**config.mk**
```make
export PLATFORM = sky130hd
export DESIGN_NAME = stroke_walker
export DESIGN_NICKNAME = d
export VERILOG_FILES = /design/src/rtl/stroke_walker.sv
export SDC_FILE = /design/constraint.sdc
export NUM_CORES = 1
export LEC_CHECK = 0
export CORE_UTILIZATION = 60
export CTS_BUF_LIST = sky130_fd_sc_hd__clkbuf_2 sky130_fd_sc_hd__clkbuf_4 sky130_fd_sc_hd__clkbuf_8
export DETAILED_ROUTE_END_ITERATION = 8
export PLACE_DENSITY = 0.83
export SLEW_MARGIN = 20
export SYNTH_ARGS = -nofsm -noshare
export SYNTH_HDL_FRONTEND = slang
export SYNTH_SLANG_ARGS = --single-unit
```
**constraint.sdc**
```tcl
create_clock -name clk -period 4.1 [get_ports clk]
set_input_delay 0.615 -clock clk [delete_from_list [all_inputs] [get_ports clk]]
set_output_delay 0.615 -clock clk [all_outputs]
set_load 0.02 [all_outputs]
```
**src/rtl/stroke_walker.sv**
```systemverilog
// Stroke sequencer: fetches segments from a combinational stroke ROM and
// rasterises each with integer Bresenham into a valid/ready point stream.
module stroke_walker #(
    parameter int COORD_W = 8,
    parameter int IDX_W   = 5
) (
    input  logic               clk,
    input  logic               rst,
    input  logic               start,
    input  logic [IDX_W-1:0]   seg_count,
    output logic               busy,
    output logic               done,
    output logic [IDX_W-1:0]   idx,
    output logic               rom_en,
    input  logic [COORD_W-1:0] rom_start_x,
    input  logic [COORD_W-1:0] rom_start_y,
    input  logic [COORD_W-1:0] rom_end_x,
    input  logic [COORD_W-1:0] rom_end_y,
    input  logic               rom_pen_down,
    output logic               pt_valid,
    input  logic               pt_ready,
    output logic [COORD_W-1:0] pt_x,
    output logic [COORD_W-1:0] pt_y,
    output logic               pt_pen
);
    localparam int DW = COORD_W + 2;
    localparam logic [IDX_W-1:0]   IDX_ONE = {{(IDX_W-1){1'b0}}, 1'b1};
    localparam logic [COORD_W-1:0] C_ONE   = {{(COORD_W-1){1'b0}}, 1'b1};

    typedef enum logic [2:0] {S_IDLE, S_LOAD, S_STEP, S_NEXT, S_DONE} state_t;
    state_t r_state, w_nstate;

    logic [IDX_W-1:0]     r_cnt, r_idx;
    logic                 r_rom_en, r_pen, r_sxp, r_syp;
    logic [COORD_W-1:0]   r_cx, r_cy, r_ex, r_ey;
    logic signed [DW-1:0] r_dx, r_dy, r_err;

    logic [COORD_W-1:0]   w_adx, w_ady;
    logic signed [DW:0]   w_e2, w_dxe, w_dye;
    logic signed [DW-1:0] w_err_n;
    logic                 w_hs, w_at_end, w_last, w_xs, w_ys;

    assign w_adx = (rom_end_x >= rom_start_x) ? rom_end_x - rom_start_x : rom_start_x - rom_end_x;
    assign w_ady = (rom_end_y >= rom_start_y) ? rom_end_y - rom_start_y : rom_start_y - rom_end_y;

    assign w_hs     = (r_state == S_STEP) && pt_ready;
    assign w_at_end = (r_cx == r_ex) && (r_cy == r_ey);
    assign w_last   = (r_idx == r_cnt - IDX_ONE);

    // e2 needs one extra bit over err: err can reach roughly 1.5x the span
    assign w_e2  = $signed({r_err, 1'b0});
    assign w_dxe = $signed({r_dx[DW-1], r_dx});
    assign w_dye = $signed({r_dy[DW-1], r_dy});
    assign w_xs  = (w_e2 >= w_dye);
    assign w_ys  = (w_e2 <= w_dxe);

    always_comb begin
        w_err_n = r_err;
        if (w_xs) w_err_n = w_err_n + r_dy;
        if (w_ys) w_err_n = w_err_n + r_dx;
    end

    always_comb begin
        w_nstate = r_state;
        case (r_state)
            S_IDLE: if (start) w_nstate = (seg_count == '0) ? S_DONE : S_LOAD;
            S_LOAD: w_nstate = S_STEP;
            S_STEP: if (w_hs && w_at_end) w_nstate = S_NEXT;
            S_NEXT: w_nstate = w_last ? S_DONE : S_LOAD;
            S_DONE: w_nstate = S_IDLE;
            default: w_nstate = S_IDLE;
        endcase
    end

    always_ff @(posedge clk or posedge rst) begin
        if (rst) r_state <= S_IDLE;
        else     r_state <= w_nstate;
    end

    always_ff @(posedge clk or posedge rst) begin
        if (rst) begin
            r_cnt <= '0; r_idx <= '0; r_rom_en <= 1'b0;
            r_cx  <= '0; r_cy  <= '0; r_ex <= '0; r_ey <= '0;
            r_pen <= 1'b0; r_sxp <= 1'b0; r_syp <= 1'b0;
            r_dx  <= '0; r_dy  <= '0; r_err <= '0;
        end else begin
            case (r_state)
                S_IDLE: if (start) begin
                    r_cnt <= seg_count;
                    if (seg_count != '0) begin
                        r_idx    <= '0;
                        r_rom_en <= 1'b1;
                    end
                end
                S_LOAD: begin
                    r_cx  <= rom_start_x;
                    r_cy  <= rom_start_y;
                    r_ex  <= rom_end_x;
                    r_ey  <= rom_end_y;
                    r_pen <= rom_pen_down;
                    r_sxp <= rom_start_x < rom_end_x;
                    r_syp <= rom_start_y < rom_end_y;
                    r_dx  <= $signed({2'b00, w_adx});
                    r_dy  <= -$signed({2'b00, w_ady});
                    r_err <= $signed({2'b00, w_adx}) - $signed({2'b00, w_ady});
                end
                S_STEP: if (w_hs && !w_at_end) begin
                    r_err <= w_err_n;
                    if (w_xs) r_cx <= r_sxp ? r_cx + C_ONE : r_cx - C_ONE;
                    if (w_ys) r_cy <= r_syp ? r_cy + C_ONE : r_cy - C_ONE;
                end
                S_NEXT: if (!w_last) r_idx <= r_idx + IDX_ONE;
                S_DONE: begin
                    r_rom_en <= 1'b0;
                    r_idx    <= '0;
                end
                default: ;
            endcase
        end
    end

    assign busy     = (r_state != S_IDLE);
    assign done     = (r_state == S_DONE);
    assign pt_valid = (r_state == S_STEP);
    assign idx      = r_idx;
    assign rom_en   = r_rom_en;
    assign pt_x     = r_cx;
    assign pt_y     = r_cy;
    assign pt_pen   = r_pen;
endmodule

```
==> results of run 1 <==
## synthesized netlist by cell type (all sizes together), types with 3 or more instances
master,instances
nand2b,6
xnor2,54
a211oi,10
o31ai,3
nor3,13
o21a,6
buf,8
nand3,14
and3,3
mux2i,12
a21oi,61
o2111ai,4
a31o,4
o21ai,71
nand3b,3
nor4,6
nor2b,8
mux2,11
fa,9
a22oi,3
a21o,21
and2,5
o22ai,6
nand2,80
a2bb2oi,3
dfrtp,77
a31oi,9
ha,90
o41ai,3
o22a,4
or3,4
clkbuf,19
nor3b,3
nand4,13
o211ai,11
inv,81
o21bai,9
nor2,53
xor2,17
and4,3
a211o,4
## state kept, by name (all words and copies together), names as in the netlist, 8 cells and up
| signal | flops |
|---|---|
| r_ex | 8 |
| r_ey | 8 |
| r_dy | 10 |
| r_dx | 8 |
| pt_x | 8 |
| r_err | 10 |
| pt_y | 8 |
## area by class of cell
type | instances | area [µm²] | share of cell area (%)
inverter | 82 | 310 | 3.35
tap | 143 | 179 | 1.93
timing repair buffer | 195 | 1650 | 17.8
multi-input combinational | 657 | 5000 | 54.0
clock inverter | 6 | 63.8 | 0.689
sequential | 77 | 1930 | 20.8
clock buffer | 10 | 131 | 1.42
## cell families after synthesis
| family | synth area share [%] |
|---|---|
| buffers and inverters | 6.29 |
| xor gates and xnor gates | 8.68 |
| DFF | 26.9 |
| adders and majority gates | 18.2 |
| and+or+nand+nor | 14.6 |
| AOI/OAI and AO/OA | 21.9 |
| muxes | 3.41 |
## metrics by stage
stage               hold slack, ns  instances  area, µm²
floorplan                    0.443        843       7170
global placement             0.465       1145       8770
detailed placement           0.467       1145       8770
CTS                          0.490       1164       9030
global route                 0.535       1170       9260
finish                       0.492       1170       9260
## worst paths after layout
check                                    start              endpoint  slack (ns)
max                               rom_end_x[7]  r_err[9]$_DFFE_PP0P_        0.13
min                         pt_pen$_DFFE_PP0P_    pt_pen$_DFFE_PP0P_        0.49
max reg2reg                r_dy[1]$_DFFE_PP0P_  r_err[9]$_DFFE_PP0P_        0.19
min reg2reg                 pt_pen$_DFFE_PP0P_    pt_pen$_DFFE_PP0P_        0.49
max in group asynchronous                  rst   r_ex[6]$_DFFE_PP0P_        2.63
min in group asynchronous                  rst    rom_en$_DFFE_PP0P_        0.74
## power by group
part           leakage [nW]  internal (mW)  switching [mW]
logic                  3.36           2.76            3.25
registers             0.923           1.13           0.429
clock network        0.0957          0.287           0.316
total                  4.37           4.17            4.00
## critical path: cells and delay by family
family / cells / cell delay [ns]
fa+ha+maj: 2 / 0.60
simple gates: 1 / 0.21
compound gates: 10 / 1.93
xor+xnor: 1 / 0.17
buf+inv: 3 / 0.75
## cell usage in the layout (no fill, tap or decap), drive strengths merged, types with 12 or more instances in the layout
master	count
xnor2	54
ha	90
nand3	14
buf	128
nand2	80
inv	81
xor2	17
nor3	13
clkdlybuf4s50	61
o21ai	71
mux2i	12
dfrtp	77
nand4	13
nor2	53
a21oi	61
a21o	21
## what timing repair did
item | in CTS | in global routing
gates resized for setup | 10 | 46
hold buffers | 0 | 0
buffers inserted | 3 | 7
setup endpoints to repair | 5 | 6
pin swaps | 12 | 19
## routing by layer
layer / global-route usage, % / routed length (µm) / vias up
li1: - / - / 3347
met4: 19.4 / 817 / 0
met5: 0 / 0 / -
met2: 59.4 / 10700 / 294
met1: 41.9 / 8680 / 3458
met3: 3.61 / 1030 / 64
==> reports/qor.yml, run 1 <==
ir_drop_mv: 0.668
drive_gt1_share_pct: 20.8
drt_wl_total_um: 21200
async_flop_share_pct: 100
hold_class: "register to register"
remaining_drc_errors: 0
crit_required_ns: 4.40
cellLeakagePower_nw: 4.37
final_nets: 1163
vias: 7163
power_density_nw_per_um2: 882
grt_max_degree: 63
report.final.slew_viol_count: 0
wl_per_cell_um: 18.1
drt_iter0_drc: 434
die_w_um: 111
cp-start-kind: "primary input"
synth_flop_cell: "dfrtp_1"
finClkSkew_ns: 0.00760
ys_ff_latch: 77
ys_seq_area_share_pct: 26.9
final_core_util_pct: 80.4
setup_viol: 0
status: "complete, no violations"
worstMarginPinSlew_ns: 0.775
cts_buffers: 9
synth_edf_count: 0
maxCapViolations: 0
layout_min_cycle_time_ns: 3.97
n_antenna_cell: 0
grt_usage_pct: 34.4
synth_top_area_cell: "dfrtp_1"
fmax_mhz: 252
die_h_um: 111
hold_depth: 2
criticalPathCategory: "primary input to register"
synth_cell_type_count: 71
synth_nets: 984
slowest_stage: "clkdlybuf4s50_1"
ant_nets: 0
hold_viol: 0
antenna_found_initial: 0
gr-total-overflow: 0
tritoncts: "built"
dp_hpwl_um: 16200
die_area_um2: 12400
end_kind: "register"
critPathMaxStageDelay_ns: 0.49
cts_sinks: 77
arrival_ns: 4.27
r2r_cells: 18
yosysTopAreaCellShare_pct: 26.9
h-tree-depth: 3
syn_avg_cell_area_um2: 8.50
via_per_inst: 6.12
clk-insertion-delay-late_ns: 0.38
setup_tns_ns: 0
syn_area_um2: 7170
path_cells: "clkdlybuf4s50_1 > ha_4 > buf_4 > nand4_1 > o21a_4 > buf_6 > o21a_1 > a221oi_2 > xnor2_1 > ha_1 > a21oi_2 > o21bai_1 > a21oi_1 > o21bai_1 > a211oi_2 > o22ai_1 > a21oi_1"
portBuffers: 67
yosys_warnings: 0
area_growth_pct: 29.2
grt_pass1_vias: 7232
fin_crit_sh_pct: 96.8
initial_core_util_pct: 62.2
postSynthCellCount: 843
gp_congestion: 0.958
place_ws_ns: -0.611
path_clk_slew_ns: 0.08
slew_headroom_pct: 48.3
core_um2: 11500
cts_root_buf: "clkbuf_8"
grt_pass1_wl_um: 34000
cts_max_path_buffers: 2
drt_first_pass_iters: 6
power_mw: 8.17
worstPathMaxFanout: 6
synth_area_leaders: "dfrtp_1, ha_1, xnor2_1"
row_count: 39
io_pins: 68
setup_slack_ns: 0.132
nFillCells: 750
Note: power is estimated with default switching activity, not from simulation.
==> run 2: changes to the inputs <==
CAP_MARGIN = 20   (was not set)
CTS_CLUSTER_DIAMETER = 200   (was not set)
==> results of run 2 <==
The final DEF is identical to that of run 1; final timing and power are the same.
